===== src/rtl/vespa_dftpulse_seq.sv =====
// vespa_dftpulse_seq: start/stop sequencer for the VESPA DFT pulse gate.
// After an accepted arm it waits a delay, then emits a train of pulses with
// a programmable width, gap and count. Every state change alters at most one
// of start/stop, so the downstream gate (start & ~stop) never glitches.
module vespa_dftpulse_seq #(
    parameter int unsigned CNT_W = 8
) (
    input  logic             clk,
    input  logic             rst_n,
    input  logic             arm,
    input  logic             abort,
    input  logic [CNT_W-1:0] cfg_delay,
    input  logic [CNT_W-1:0] cfg_width,
    input  logic [CNT_W-1:0] cfg_gap,
    input  logic [CNT_W-1:0] cfg_count,
    output logic             start,
    output logic             stop,
    output logic             busy,
    output logic             done,
    output logic [CNT_W-1:0] remaining,
    input  logic             CELV,
    input  logic             CELG,
    input  logic             CELSUB
);

    localparam logic [2:0] StIdle   = 3'd0;
    localparam logic [2:0] StDelay  = 3'd1;
    localparam logic [2:0] StSetup  = 3'd2;
    localparam logic [2:0] StActive = 3'd3;
    localparam logic [2:0] StHold   = 3'd4;
    localparam logic [2:0] StGap    = 3'd5;
    localparam logic [2:0] StDone   = 3'd6;

    localparam logic [CNT_W-1:0] CntOne = CNT_W'(1);

    // Supply pins carry no logic function.
    logic unused_supply;
    assign unused_supply = ^{CELV, CELG, CELSUB};

    logic [2:0]       state_q, state_d;
    logic [CNT_W-1:0] cnt_q, cnt_d;
    logic [CNT_W-1:0] width_q, width_d;
    logic [CNT_W-1:0] gap_q, gap_d;
    logic [CNT_W-1:0] rem_q, rem_d;
    // Set when an abort hit ACTIVE: the following HOLD exits to IDLE, not DONE.
    logic             kill_q, kill_d;
    logic             start_d, stop_d, busy_d, done_d;

    function automatic logic [CNT_W-1:0] at_least_one(input logic [CNT_W-1:0] v);
        return (v == '0) ? CntOne : v;
    endfunction

    // Next-state logic: phase sequencing, counters and abort override.
    always_comb begin
        state_d = state_q;
        cnt_d   = cnt_q;
        width_d = width_q;
        gap_d   = gap_q;
        rem_d   = rem_q;
        kill_d  = kill_q;

        case (state_q)
            StIdle: begin
                kill_d = 1'b0;
                if (arm && (cfg_count != '0)) begin
                    width_d = at_least_one(cfg_width);
                    gap_d   = at_least_one(cfg_gap);
                    if (cfg_delay != '0) begin
                        state_d = StDelay;
                        cnt_d   = cfg_delay;
                        rem_d   = cfg_count;
                    end else begin
                        state_d = StSetup;
                        cnt_d   = '0;
                        rem_d   = cfg_count - CntOne;
                    end
                end
            end
            StDelay: begin
                if (cnt_q <= CntOne) begin
                    state_d = StSetup;
                    cnt_d   = '0;
                    rem_d   = rem_q - CntOne;
                end else begin
                    cnt_d = cnt_q - CntOne;
                end
            end
            StSetup: begin
                state_d = StActive;
                cnt_d   = width_q;
            end
            StActive: begin
                if (cnt_q <= CntOne) begin
                    state_d = StHold;
                    cnt_d   = '0;
                end else begin
                    cnt_d = cnt_q - CntOne;
                end
            end
            StHold: begin
                if (kill_q) begin
                    state_d = StIdle;
                end else if (rem_q != '0) begin
                    state_d = StGap;
                    cnt_d   = gap_q;
                end else begin
                    state_d = StDone;
                end
            end
            StGap: begin
                if (cnt_q <= CntOne) begin
                    state_d = StSetup;
                    cnt_d   = '0;
                    rem_d   = rem_q - CntOne;
                end else begin
                    cnt_d = cnt_q - CntOne;
                end
            end
            StDone: begin
                state_d = StIdle;
            end
            default: begin
                state_d = StIdle;
                cnt_d   = '0;
                rem_d   = '0;
            end
        endcase

        // ACTIVE must pass through HOLD so stop rises before start falls.
        if (abort && (state_q != StIdle)) begin
            rem_d = '0;
            cnt_d = '0;
            if (state_q == StActive) begin
                state_d = StHold;
                kill_d  = 1'b1;
            end else begin
                state_d = StIdle;
                kill_d  = 1'b0;
            end
        end
    end

    // Output decode from the next state, so registered outputs track the state.
    always_comb begin
        start_d = (state_d == StSetup) || (state_d == StActive) || (state_d == StHold);
        stop_d  = (state_d != StActive);
        busy_d  = (state_d != StIdle);
        done_d  = (state_d == StDone);
    end

    // State and registered outputs; async reset truncates any pulse in flight.
    always_ff @(posedge clk or negedge rst_n) begin
        if (!rst_n) begin
            state_q <= StIdle;
            cnt_q   <= '0;
            width_q <= '0;
            gap_q   <= '0;
            rem_q   <= '0;
            kill_q  <= 1'b0;
            start   <= 1'b0;
            stop    <= 1'b1;
            busy    <= 1'b0;
            done    <= 1'b0;
        end else begin
            state_q <= state_d;
            cnt_q   <= cnt_d;
            width_q <= width_d;
            gap_q   <= gap_d;
            rem_q   <= rem_d;
            kill_q  <= kill_d;
            start   <= start_d;
            stop    <= stop_d;
            busy    <= busy_d;
            done    <= done_d;
        end
    end

    assign remaining = rem_q;

endmodule


===== config.mk =====
export PLATFORM = sky130hd
export DESIGN_NAME = vespa_dftpulse_seq
export DESIGN_NICKNAME = d
export VERILOG_FILES = /design/src/rtl/vespa_dftpulse_seq.sv
export SDC_FILE = /design/constraint.sdc
export NUM_CORES = 1
export LEC_CHECK = 0
export ABC_AREA = 0
export BUFFER_PORTS_ARGS = -buffer_cell sky130_fd_sc_hd__buf_2
export CORE_MARGIN = 3
export CORE_UTILIZATION = 50
export CTS_BUF_LIST = sky130_fd_sc_hd__clkbuf_16
export DETAILED_ROUTE_END_ITERATION = 16
export GPL_ROUTABILITY_DRIVEN = 0
export PLACE_DENSITY = 0.83
export SETUP_SLACK_MARGIN = 0.15
export SLEW_MARGIN = 20
export SYNTH_ARGS = -nofsm -noshare
export SYNTH_HDL_FRONTEND = slang
export SYNTH_SLANG_ARGS = --single-unit

===== constraint.sdc =====
create_clock -name clk -period 2.35 [get_ports clk]
set_input_delay 0.235 -clock clk [delete_from_list [all_inputs] [get_ports clk]]
set_output_delay 0.235 -clock clk [all_outputs]
set_load 0.01 [all_outputs]

==> metrics.md, run 1 <==
| Metric | Value |
|---|---|
| CP Max Fanout | `5` |
| Setup_tns | `0 ps` |
| Netlist cell types | `55` |
| Residual DRC | `0` |
| Max-slew violations | `0` |
| Syn Area/Cell | `9.35 µm²` |
| Grt total ovfl | `0` |
| Final Setup Violations | `0` |
| R2R depth | `5` |
| Core area | `4820 µm²` |
| Vias/cell | `5.93` |
| Cell Chain, Critical Path | `or4_4 > or3_4 > a221o_1 > buf_4 > a22o_2` |
| Worst-Margin Slew | `895 ps` |
| Die ar. | `6000 µm²` |
| WS Path Type | `reg2reg` |
| Clock transition at the registers of the reported paths | `60 ps` |
| # diodes | `0` |
| CP max stage delay | `560 ps` |
| H-tree level count | `2` |
| Routed Wire Length | `6210 µm` |
| Reg power frac | `29.9%` |
| Longest Clk Path Bufs | `2` |
| Clock Skews | `5.22 ps` |
| Drt initial violations | `210` |
| Clock Sinks | `40` |
| CP required | `2520 ps` |
| Switching share of power | `39.3%` |
| FILL cells | `427` |
| Met3 usage | `4.99%` |
| Sequential cell area | `1000 µm²` |
| Max_slew headroom | `40.3%` |
| Routed len/inst | `15.6 µm` |
| PD cells | `1350 nW/µm²` |
| Met1 Usage GRT | `29.7%` |
| Synth area leader | `dfrtp_1` |
| Async S/R FF share, synth | `100%` |
| Top cell family by delay on the critical path | `simple AND/OR/NAND/NOR gates` |
| Worst hold slack | `65.8 ps` |
| Number of synthesized flops with an enable pin | `0` |
| Port Buffer Count | `47` |
| GR Util met2 | `35.2%` |
| Arrival time of the worst setup path | `2430 ps` |
| Top cells by area, synth | `dfrtp_1, mux2_2, nor2_1` |
| Detailed Place HPWL | `4530 µm` |
| Final hold vios | `0` |
| Global route hottest layer | `met2` |
| Tcrit/Tclk final | `96.0%` |
| Final min period | `2260 ps` |
| Synth Flop Type | `dfrtp_1` |
| Crit. End Element | `flip-flop` |
| Post-synthesis sequential area ratio | `39.3%` |
| Hold WC Path Type | `in2async` |
| Net switching power | `0.00167 W` |
| #FFs+latches synth | `40` |
| Starting Density | `53.0%` |
| IO Count | `51` |
| Drt first pass iters | `4` |
| Row Count | `25` |
| Worst-Skew Late Latency | `280 ps` |
| Routed vias | `2366` |
| Antenna Nets Post-Route | `0` |
| Status | `completed` |
| Area of the multi-input gates | `1470 µm²` |
| CTS buffer count | `5` |
| Layout Nets | `375` |
| Layout Area Growth over Synthesis | `22.7%` |
| Critical R2R Launch | `cnt_q[4]$_DFFE_PN0P_` |
| Clock Power Share | `17.8%` |
| R2R Setup Slk | `90 ps` |
| Vias in the first global route | `2267` |
| Global-route usage over all layers | `22.2%` |
| Reg-to-reg endpoint | `remaining[1]$_DFFE_PN0P_` |
| Die height | `77.4 µm` |
| Synthesized area | `2550 µm²` |
| Fmax | `0.443 GHz` |
| First-pass GRT wire length | `10800 µm` |
| Bufs and invs on worst path | `1` |
| Highest-delay cell along the critical path | `or4_4` |
| Max-Cap Viols | `0` |
| RSZ-0062 raised after global routing | `true` |
| Int Pwr | `0.00257 W` |
| Mapped Cells | `273` |
| P_leak | `1.44 nW` |
| CTS tree | `done` |
| Critical Path Source Type | `flip-flop` |
| Comb pwr share | `52.3%` |
| Synthesis Warnings | `0` |
| Clock Root Buffer | `clkbuf_16` |
| Layout cells sized above 1 | `31.9%` |
| Mapped Nets | `317` |
| Max rail drop VDD | `0.628 mV` |
| Antenna violations before repair | `0` |
| Pin count of the biggest net entering global routing | `41` |
| Die width | `77.4 µm` |
| Share of the synthesized area in the top cell type | `38.3%` |
stage by stage:
step                      util, %  instance area [µm²]  worst slack, ps  power, W  std cells
after detailed placement     60.2                 2900             55.5   0.00332        387
after global placement       60.2                 2900             74.1   0.00325        387
after CTS                    64.1                 3090             63.4   0.00414        397
after global routing         65.0                 3130             34.5   0.00457        399
after floorplan                 -                 2550              106   0.00277        273
final                        65.0                 3130             93.8   0.00424        399
state kept, by name (all words and copies together) (netlist names):
signal	cells
busy	1
state_q	3
kill_q	1
stop	1
done	1
remaining	8
gap_q	8
cnt_q	8
start	1
width_q	8
per-layer routing:
metal | vias up | share of wire [%]
met5 | - | 0
met4 | 0 | 1.8
met3 | 13 | 6.8
li1 | 1144 | -
met1 | 1108 | 43
met2 | 101 | 48
area by class of cell:
| class | instances | share of cell area [%] |
|---|---|---|
| repair buffers | 65 | 11.8 |
| flip-flops and latches | 40 | 32.0 |
| clock inverters | 3 | 1.24 |
| multi-input cells | 208 | 46.9 |
| well taps | 67 | 2.68 |
| inverters | 11 | 1.32 |
| clock buffers | 5 | 4.00 |
worst max-delay path by stage:
stage,start,to,slack (ps),depth (start not counted)
after floorplan,cnt_q[5]$_DFFE_PN0P_,remaining[5]$_DFFE_PN0P_,110,6
after global placement,cnt_q[4]$_DFFE_PN0P_,remaining[6]$_DFFE_PN0P_,70,5
after detailed placement,cnt_q[5]$_DFFE_PN0P_,remaining[6]$_DFFE_PN0P_,60,5
after CTS,cnt_q[2]$_DFFE_PN0P_,remaining[6]$_DFFE_PN0P_,60,5
after global routing,cnt_q[4]$_DFFE_PN0P_,remaining[6]$_DFFE_PN0P_,30,5
final,cnt_q[4]$_DFFE_PN0P_,remaining[1]$_DFFE_PN0P_,90,5
cells in the mapped netlist (all sizes together) (4+ instances only):
cell and instances:
dfrtp 39, nor2 23, a21oi 14, mux2 14, a22o 13, o21ai 13, nand2 12, inv 11
nor3 11, o22ai 11, clkbuf 8, mux2i 8, nand3 8, nor4 7, buf 6, or3 6
a21o 5, ha 5, nor2b 5, o21bai 5, xnor2 5, nand4 4, o32ai 4
logic make-up after synthesis:
group           synth area share [%]
simple gates                    20.1
compound gates                  21.4
flops                           39.3
buf+inv                         4.66
mux                             9.32
xor+xnor                        2.75
fa+ha+maj                       2.45
cell usage in the layout (no fill, tap or decap), drive strengths merged, types with 6 or more instances in the layout:
| cell | n |
|---|---|
| a22o | 13 |
| o22ai | 11 |
| o21ai | 13 |
| dfrtp | 39 |
| nor3 | 11 |
| nor2 | 23 |
| a21oi | 14 |
| mux2 | 14 |
| inv | 12 |
| buf | 65 |
| nand2 | 12 |
| mux2i | 8 |
| nor4 | 7 |
| nand3 | 8 |
| or3 | 6 |
what timing repair did:
| item | CTS | global route |
|---|---|---|
| endpoints found under the setup margin | 6 | 19 |
| buffers inserted | 2 | 2 |
| pin swaps | 7 | 4 |
| resized for setup | 3 | 7 |
| hold buffers | 0 | 0 |
power groups by stage:
stage | combinational [W] | clock [W] | sequential, W
6_report | 0.00222 | 0.000756 | 0.00127
5_1_grt | 0.00246 | 0.000792 | 0.00131
4_1_cts | 0.00212 | 0.000767 | 0.00126
3_5_place_dp | 0.00204 | 0 | 0.00128
3_3_place_gp | 0.00200 | 0 | 0.00126
2_1_floorplan | 0.00155 | 0 | 0.00122
Note: power is estimated with default switching activity, not from simulation.
==> inputs of run 2 (changes only) <==
--- a/config.mk
+++ b/config.mk
@@ -8,11 +8,11 @@
 export ABC_AREA = 0
 export BUFFER_PORTS_ARGS = -buffer_cell sky130_fd_sc_hd__buf_2
 export CORE_MARGIN = 3
-export CORE_UTILIZATION = 50
+export CORE_UTILIZATION = 55
 export CTS_BUF_LIST = sky130_fd_sc_hd__clkbuf_16
 export DETAILED_ROUTE_END_ITERATION = 16
 export GPL_ROUTABILITY_DRIVEN = 0
-export PLACE_DENSITY = 0.83
+export PLACE_DENSITY = 0.87
 export SETUP_SLACK_MARGIN = 0.15
 export SLEW_MARGIN = 20
 export SYNTH_ARGS = -nofsm -noshare
==> constraint.sdc (replaced) <==
create_clock -name clk -period 2.77 [get_ports clk]
set_input_delay 0.277 -clock clk [delete_from_list [all_inputs] [get_ports clk]]
set_output_delay 0.277 -clock clk [all_outputs]
set_load 0.01 [all_outputs]
==> run 2 against run 1 <==
Against the previous run:
- clock skew up 1.6 ps
- design area down 4.1%
- worst setup slack better by 200 ps
- worst hold slack better by 34 ps
- critical path depth unchanged
- via count up 3.3%
- register-to-register slack better by 200 ps
- utilization up 3.0 points
- maximum frequency down 8.9%
- non-clock buffer count down 10
- sequential share of layout area up 1.4 points
- routed wire length up 2.9%
- critical path type unchanged
- largest cell class unchanged
- largest power group unchanged
- highest routed layer unchanged
==> metrics.md, run 2 (same netlist as run 1, synthesis figures left out) <==
| Metric | Value |
|---|---|
| Max-slew violations | `0 (unchanged)` |
| Longest Clk Path Bufs | `2 (unchanged)` |
| Antenna violations before repair | `0 (unchanged)` |
| Pin count of the biggest net entering global routing | `41 (unchanged)` |
| Vias/cell | `6.54 (+10%)` |
| Vias in the first global route | `2293 (+1.1%)` |
| Routed vias | `2445 (+3.3%)` |
| Fmax | `0.404 GHz (-8.9%)` |
| CTS tree | `done` |
| RSZ-0062 raised after global routing | `false` |
| Clock Sinks | `40 (unchanged)` |
| Die height | `74.1 µm (-4.3%)` |
| Residual DRC | `0 (unchanged)` |
| Drt initial violations | `165 (-21%)` |
| Design area | `3000 µm² (-4.1%)` |
| IO Count | `51 (unchanged)` |
| Post-CTS setup buffers | `0 (-2)` |
| Global-route usage over all layers | `24.6% (+2.4 points)` |
| Final Setup Violations | `0 (unchanged)` |
| H-tree level count | `2 (unchanged)` |
| Layout Area Growth over Synthesis | `17.7%` |
| Arrival time of the worst setup path | `2630 ps (+200 ps)` |
| Hold WC Path Type | `in2async` |
| Placed cell area | `2830 µm² (-2.2%)` |
| Worst-Skew Late Latency | `280 ps (about the same)` |
| Worst-Margin Slew | `870 ps (-24.7 ps)` |
| Die width | `74.1 µm (-4.3%)` |
| P_leak | `1.37 nW (-4.7%)` |
| Clock Skews | `6.78 ps (+1.56 ps)` |
| PD cells | `1160 nW/µm² (-15%)` |
| Status | `completed` |
| Most frequent cells in the layout | `buf_2, dfrtp_1, nor2_1, a21oi_1, mux2_2` |
| Layout Nets | `365 (-2.7%)` |
| Max-Cap Viols | `0 (unchanged)` |
| CP required | `2930 ps (+410 ps)` |
| Final hold vios | `0 (unchanged)` |
| Leading cell type in the layout, fill and taps excluded | `buf_2` |
| Layout cells sized above 1 | `28.3% (-3.7 points)` |
| Max rail drop VDD | `0.602 mV (-4.2%)` |
| Routed Wire Length | `6390 µm (+2.9%)` |
| Detailed Place HPWL | `4530 µm (about the same)` |
| Die ar. | `5490 µm² (-8.4%)` |
| Critical Path Source Type | `flip-flop` |
| CP Max Fanout | `7 (+2)` |
| # diodes | `0 (unchanged)` |
| Routed len/inst | `17.1 µm (+9.8%)` |
| Clock Root Buffer | `clkbuf_16` |
| Core area | `4410 µm² (-8.4%)` |
| Grt total ovfl | `0 (unchanged)` |
| Starting Density | `57.8% (+4.8 points)` |
| Drt first pass iters | `5 (+1)` |
| Max_slew headroom | `42.0% (+1.6 points)` |
| Clock transition at the registers of the reported paths | `60 ps (about the same)` |
| Antenna Nets Post-Route | `0 (unchanged)` |
| Setup_tns | `0 ps (unchanged)` |
| Port Buffer Count | `47 (unchanged)` |
| WS Path Type | `reg2reg` |
| Crit. End Element | `flip-flop` |
| Tcrit/Tclk final | `89.4% (-6.6 points)` |
| First-pass GRT wire length | `10500 µm (-2.4%)` |
| Hold bufs inserted after CTS | `0 (unchanged)` |
| Row Count | `24 (-4.0%)` |
| CTS buffer count | `5 (unchanged)` |
| Final min period | `2480 ps (+221 ps)` |
| Post-CTS sizing | `0 (-3)` |
==> run 2: through the flow <==
stage          instances  utilization, %  setup WS [ps]  total power (W)  hold slack [ps]
2_1_floorplan        273               -            486          0.00235            -18.6
3_3_place_gp         366            64.2            405          0.00269              433
3_5_place_dp         366            64.2            349          0.00278              452
4_1_cts              374            68.0            336          0.00344              151
5_1_grt              374            68.0            252          0.00369              191
6_report             374            68.0            293          0.00347              100
==> run 2: final cells by class <==
cell class                 instances  area [µm²]
clock buffer                       5         125
multi-input combinational        208        1430
fill                             339        1410
tap                               52        65.1
sequential                        40        1000
timing repair buffer              55         295
inverter                          11        41.3
clock inverter                     3        42.5
==> run 2: worst paths after layout <==
check / slack (ps) / endpoint / depth (start not counted) / startpoint
hold reg to reg: 500 / gap_q[7]$_DFFE_PN0P_ / 1 / gap_q[7]$_DFFE_PN0P_
setup reg to reg: 290 / remaining[5]$_DFFE_PN0P_ / 5 / cnt_q[2]$_DFFE_PN0P_
hold / removal: 100 / remaining[7]$_DFFE_PN0P_ / 1 / rst_n
max in group asynchronous: 2110 / gap_q[5]$_DFFE_PN0P_ / 1 / rst_n
min in group clk: 240 / width_q[2]$_DFFE_PN0P_ / 2 / cfg_width[2]
setup / recovery: 290 / remaining[5]$_DFFE_PN0P_ / 5 / cnt_q[2]$_DFFE_PN0P_
==> run 2: per-layer routing <==
layer	GRT usage, %	wire length, µm
met5	0	0
met4	7.44	112
met3	4.46	436
met2	43.5	3290
met1	30.3	2550
==> run 2: report_power, final <==
part	internal, W	total, W	leakage (nW)	switching [W]
Sequential	0.000846	0.00112	0.500	0.000277
Clock	0.000423	0.000652	0.0798	0.000230
Combinational	0.000790	0.00170	0.789	0.000909
Total	0.00206	0.00347	1.37	0.00142
==> run 2: worst max-delay path, cell delays in order (launching register included) <==
cell	delay, ps
dfrtp_1	450
or4_4	550
or3_1	490
or4_1	550
a22oi_1	200
o22ai_1	110
==> inputs of run 3 (changes only) <==
--- a/config.mk
+++ b/config.mk
@@ -7,12 +7,12 @@
 export LEC_CHECK = 0
 export ABC_AREA = 0
 export BUFFER_PORTS_ARGS = -buffer_cell sky130_fd_sc_hd__buf_2
-export CORE_MARGIN = 3
 export CORE_UTILIZATION = 55
 export CTS_BUF_LIST = sky130_fd_sc_hd__clkbuf_16
 export DETAILED_ROUTE_END_ITERATION = 16
 export GPL_ROUTABILITY_DRIVEN = 0
 export PLACE_DENSITY = 0.87
+export RECOVER_POWER = 50
 export SETUP_SLACK_MARGIN = 0.15
 export SLEW_MARGIN = 20
 export SYNTH_ARGS = -nofsm -noshare
==> run 3 against run 2 <==
Against the previous run:
- the run now ends with capacitance limit, slew limit left
- die area fell by 11%
- clock skew is 2.6 ps lower
- maximum frequency up 1.0%
- clock power hardly changed
- critical endpoint is now remaining[6]$_DFFE_PN0P_
- highest routed layer unchanged
==> metrics.md, run 3 (same netlist as run 1, synthesis figures left out) <==
| Metric | Value |
|---|---|
| Tcrit/Tclk final | `88.5% (-0.90 points)` |
| Reg power frac | `32.6% (+0.3 points)` |
| Max rail drop VDD | `0.504 mV (-16%)` |
| Vias/cell | `6.41 (-1.9%)` |
| Longest Clk Path Bufs | `2 (unchanged)` |
| Clock Skews | `4.16 ps (-2.62 ps)` |
| Post-CTS sizing | `0 (unchanged)` |
| Layout Nets | `365 (unchanged)` |
| Clock Power Share | `18.9% (about the same)` |
| Int Pwr | `0.00205 W (-0.43%)` |
| Arrival time of the worst setup path | `2620 ps (about the same)` |
| R2R Setup Slk | `320 ps (+20 ps)` |
| Drt first pass iters | `4 (-1)` |
| Row Count | `24 (unchanged)` |
| Clock Root Buffer | `clkbuf_16` |
| Failing checks | `capacitance limit, slew limit` |
| IO Count | `51 (unchanged)` |
| R2R depth | `5 (unchanged)` |
| Cell Chain, Critical Path | `or4_4 > or3_1 > a221o_1 > o21bai_1 > a22o_1` |
| Most frequent cells in the layout | `buf_2, dfrtp_1, nor2_1, a21oi_1, mux2_2` |
| Max-Cap Viols | `1 (+1)` |
| Starting Density | `57.8% (unchanged)` |
| Worst-Skew Late Latency | `280 ps (about the same)` |
| Setup_tns | `0 ps (unchanged)` |
| Vias in the first global route | `2355 (+2.7%)` |
| Comb pwr share | `48.6% (-0.3 points)` |
| Top cell family by delay on the critical path | `simple AND/OR/NAND/NOR gates` |
| HP Start | `cfg_gap[3]` |
| Routed len/inst | `16.3 µm (-4.6%)` |
| WS Path Type | `reg2reg` |
| Critical Path Source Type | `flip-flop` |
| CP Max Fanout | `6 (-1)` |
| PD cells | `1150 nW/µm² (-0.59%)` |
| Highest-delay cell along the critical path | `or4_4` |
| Clock transition at the registers of the reported paths | `60 ps (about the same)` |
| Global-route usage over all layers | `26.8% (+2.2 points)` |
| Worst Setup SP | `cnt_q[4]$_DFFE_PN0P_` |
| CTS buffer count | `5 (unchanged)` |
| Layout cells sized above 1 | `26.1% (-2.2 points)` |
| Core area | `4410 µm² (unchanged)` |
| Critical path depth | `5 (unchanged)` |
| Detailed Place HPWL | `4380 µm (-3.4%)` |
| Switching share of power | `40.5% (-0.27 points)` |
| Worst setup path end | `remaining[6]$_DFFE_PN0P_` |
| Net switching power | `0.00139 W (-1.5%)` |
| Die height | `70.1 µm (-5.4%)` |
| Reg-to-reg endpoint | `remaining[6]$_DFFE_PN0P_` |
| Bufs and invs on worst path | `0 (unchanged)` |
| Final Setup Violations | `0 (unchanged)` |
| Drt initial violations | `229 (+39%)` |
| Die ar. | `4910 µm² (-11%)` |
| CP required | `2940 ps (about the same)` |
| H-tree level count | `2 (unchanged)` |
| First-pass GRT wire length | `10500 µm (-0.46%)` |
| Routed vias | `2398 (-1.9%)` |
| Residual DRC | `0 (unchanged)` |
| Leading cell type in the layout, fill and taps excluded | `buf_2` |
| Fmax | `0.408 GHz (+1.0%)` |
| Antenna Nets Post-Route | `0 (unchanged)` |
| Clock Sinks | `40 (unchanged)` |
| CTS tree | `done` |
| # diodes | `0 (unchanged)` |
| Status | `finished, violations left` |
| Grt total ovfl | `0 (unchanged)` |
| Die width | `70.1 µm (-5.4%)` |
| Antenna violations before repair | `0 (unchanged)` |
| Crit. End Element | `flip-flop` |
| Hold WC Path Type | `in2reg` |
| Post-CTS setup buffers | `0 (unchanged)` |
| Port Buffer Count | `47 (unchanged)` |
| Worst hold slack | `244 ps (+144 ps)` |
| Final hold vios | `0 (unchanged)` |
| CP max stage delay | `580 ps (+30 ps)` |
| Pin count of the biggest net entering global routing | `41 (unchanged)` |
| Max-slew violations | `41 (+41)` |
| Hold bufs inserted after CTS | `0 (unchanged)` |
| Routed Wire Length | `6090 µm (-4.6%)` |
| Final min period | `2450 ps (-24.9 ps)` |
| RSZ-0062 raised after global routing | `false` |
| Worst-Margin Slew | `2060 ps (+1190 ps)` |
| Critical R2R Launch | `cnt_q[4]$_DFFE_PN0P_` |
| P_leak | `1.34 nW (-1.9%)` |
| Max_slew headroom | `-37.6% (-80 points)` |
| Layout Area Growth over Synthesis | `17.3%` |
## run 3: cell count changes in the layout (fill, tap and decap cells not counted)
cell	before	now
buf_2	47	40
clkbuf_1	0	7
## run 3: power by group through the flow
stage               Sequential [W]  Clock [W]  Combinational, W
floorplan                  0.00103          0           0.00131
global placement           0.00110          0           0.00158
detailed placement         0.00112          0           0.00164
CTS                        0.00111   0.000659           0.00167
global route               0.00116   0.000678           0.00185
finish                     0.00112   0.000650           0.00167
## run 3: final cells by class
cell class	instances	area, µm²
multi-input cells	208	1430
fillers	364	1420
flip-flops and latches	40	1000
repair buffers	55	287
clock buffers	5	125
well taps	52	65.1
clock inverters	3	42.5
inverters	11	41.3
## run 3: worst min path at each step
| stage | depth (start not counted) | to |
|---|---|---|
| global route | 2 | gap_q[3]$_DFFE_PN0P_ |
| detailed placement | 1 | remaining[7]$_DFFE_PN0P_ |
| CTS | 1 | remaining[7]$_DFFE_PN0P_ |
| global placement | 1 | remaining[7]$_DFFE_PN0P_ |
| finish | 2 | gap_q[3]$_DFFE_PN0P_ |
| floorplan | 0 | busy$_DFF_PN0_ |
## run 3: per-layer routing
metal  GRT usage, %  share of wire, %
met2           46.8                52
met1           32.3                40
met5              0                 0
met4           10.9               2.1
met3           5.05               5.0
## run 3: per-stage QoR
| stage | setup slack (ps) | cells | util [%] | cell area, µm² | power (W) |
|---|---|---|---|---|---|
| finish | 317 | 374 | 67.8 | 2990 | 0.00344 |
| global route | 257 | 374 | 67.8 | 2990 | 0.00369 |
| CTS | 334 | 374 | 68.0 | 3000 | 0.00344 |
| detailed placement | 369 | 366 | 64.2 | 2830 | 0.00276 |
| global placement | 401 | 366 | 64.2 | 2830 | 0.00268 |
| floorplan | 486 | 273 | - | 2550 | 0.00235 |
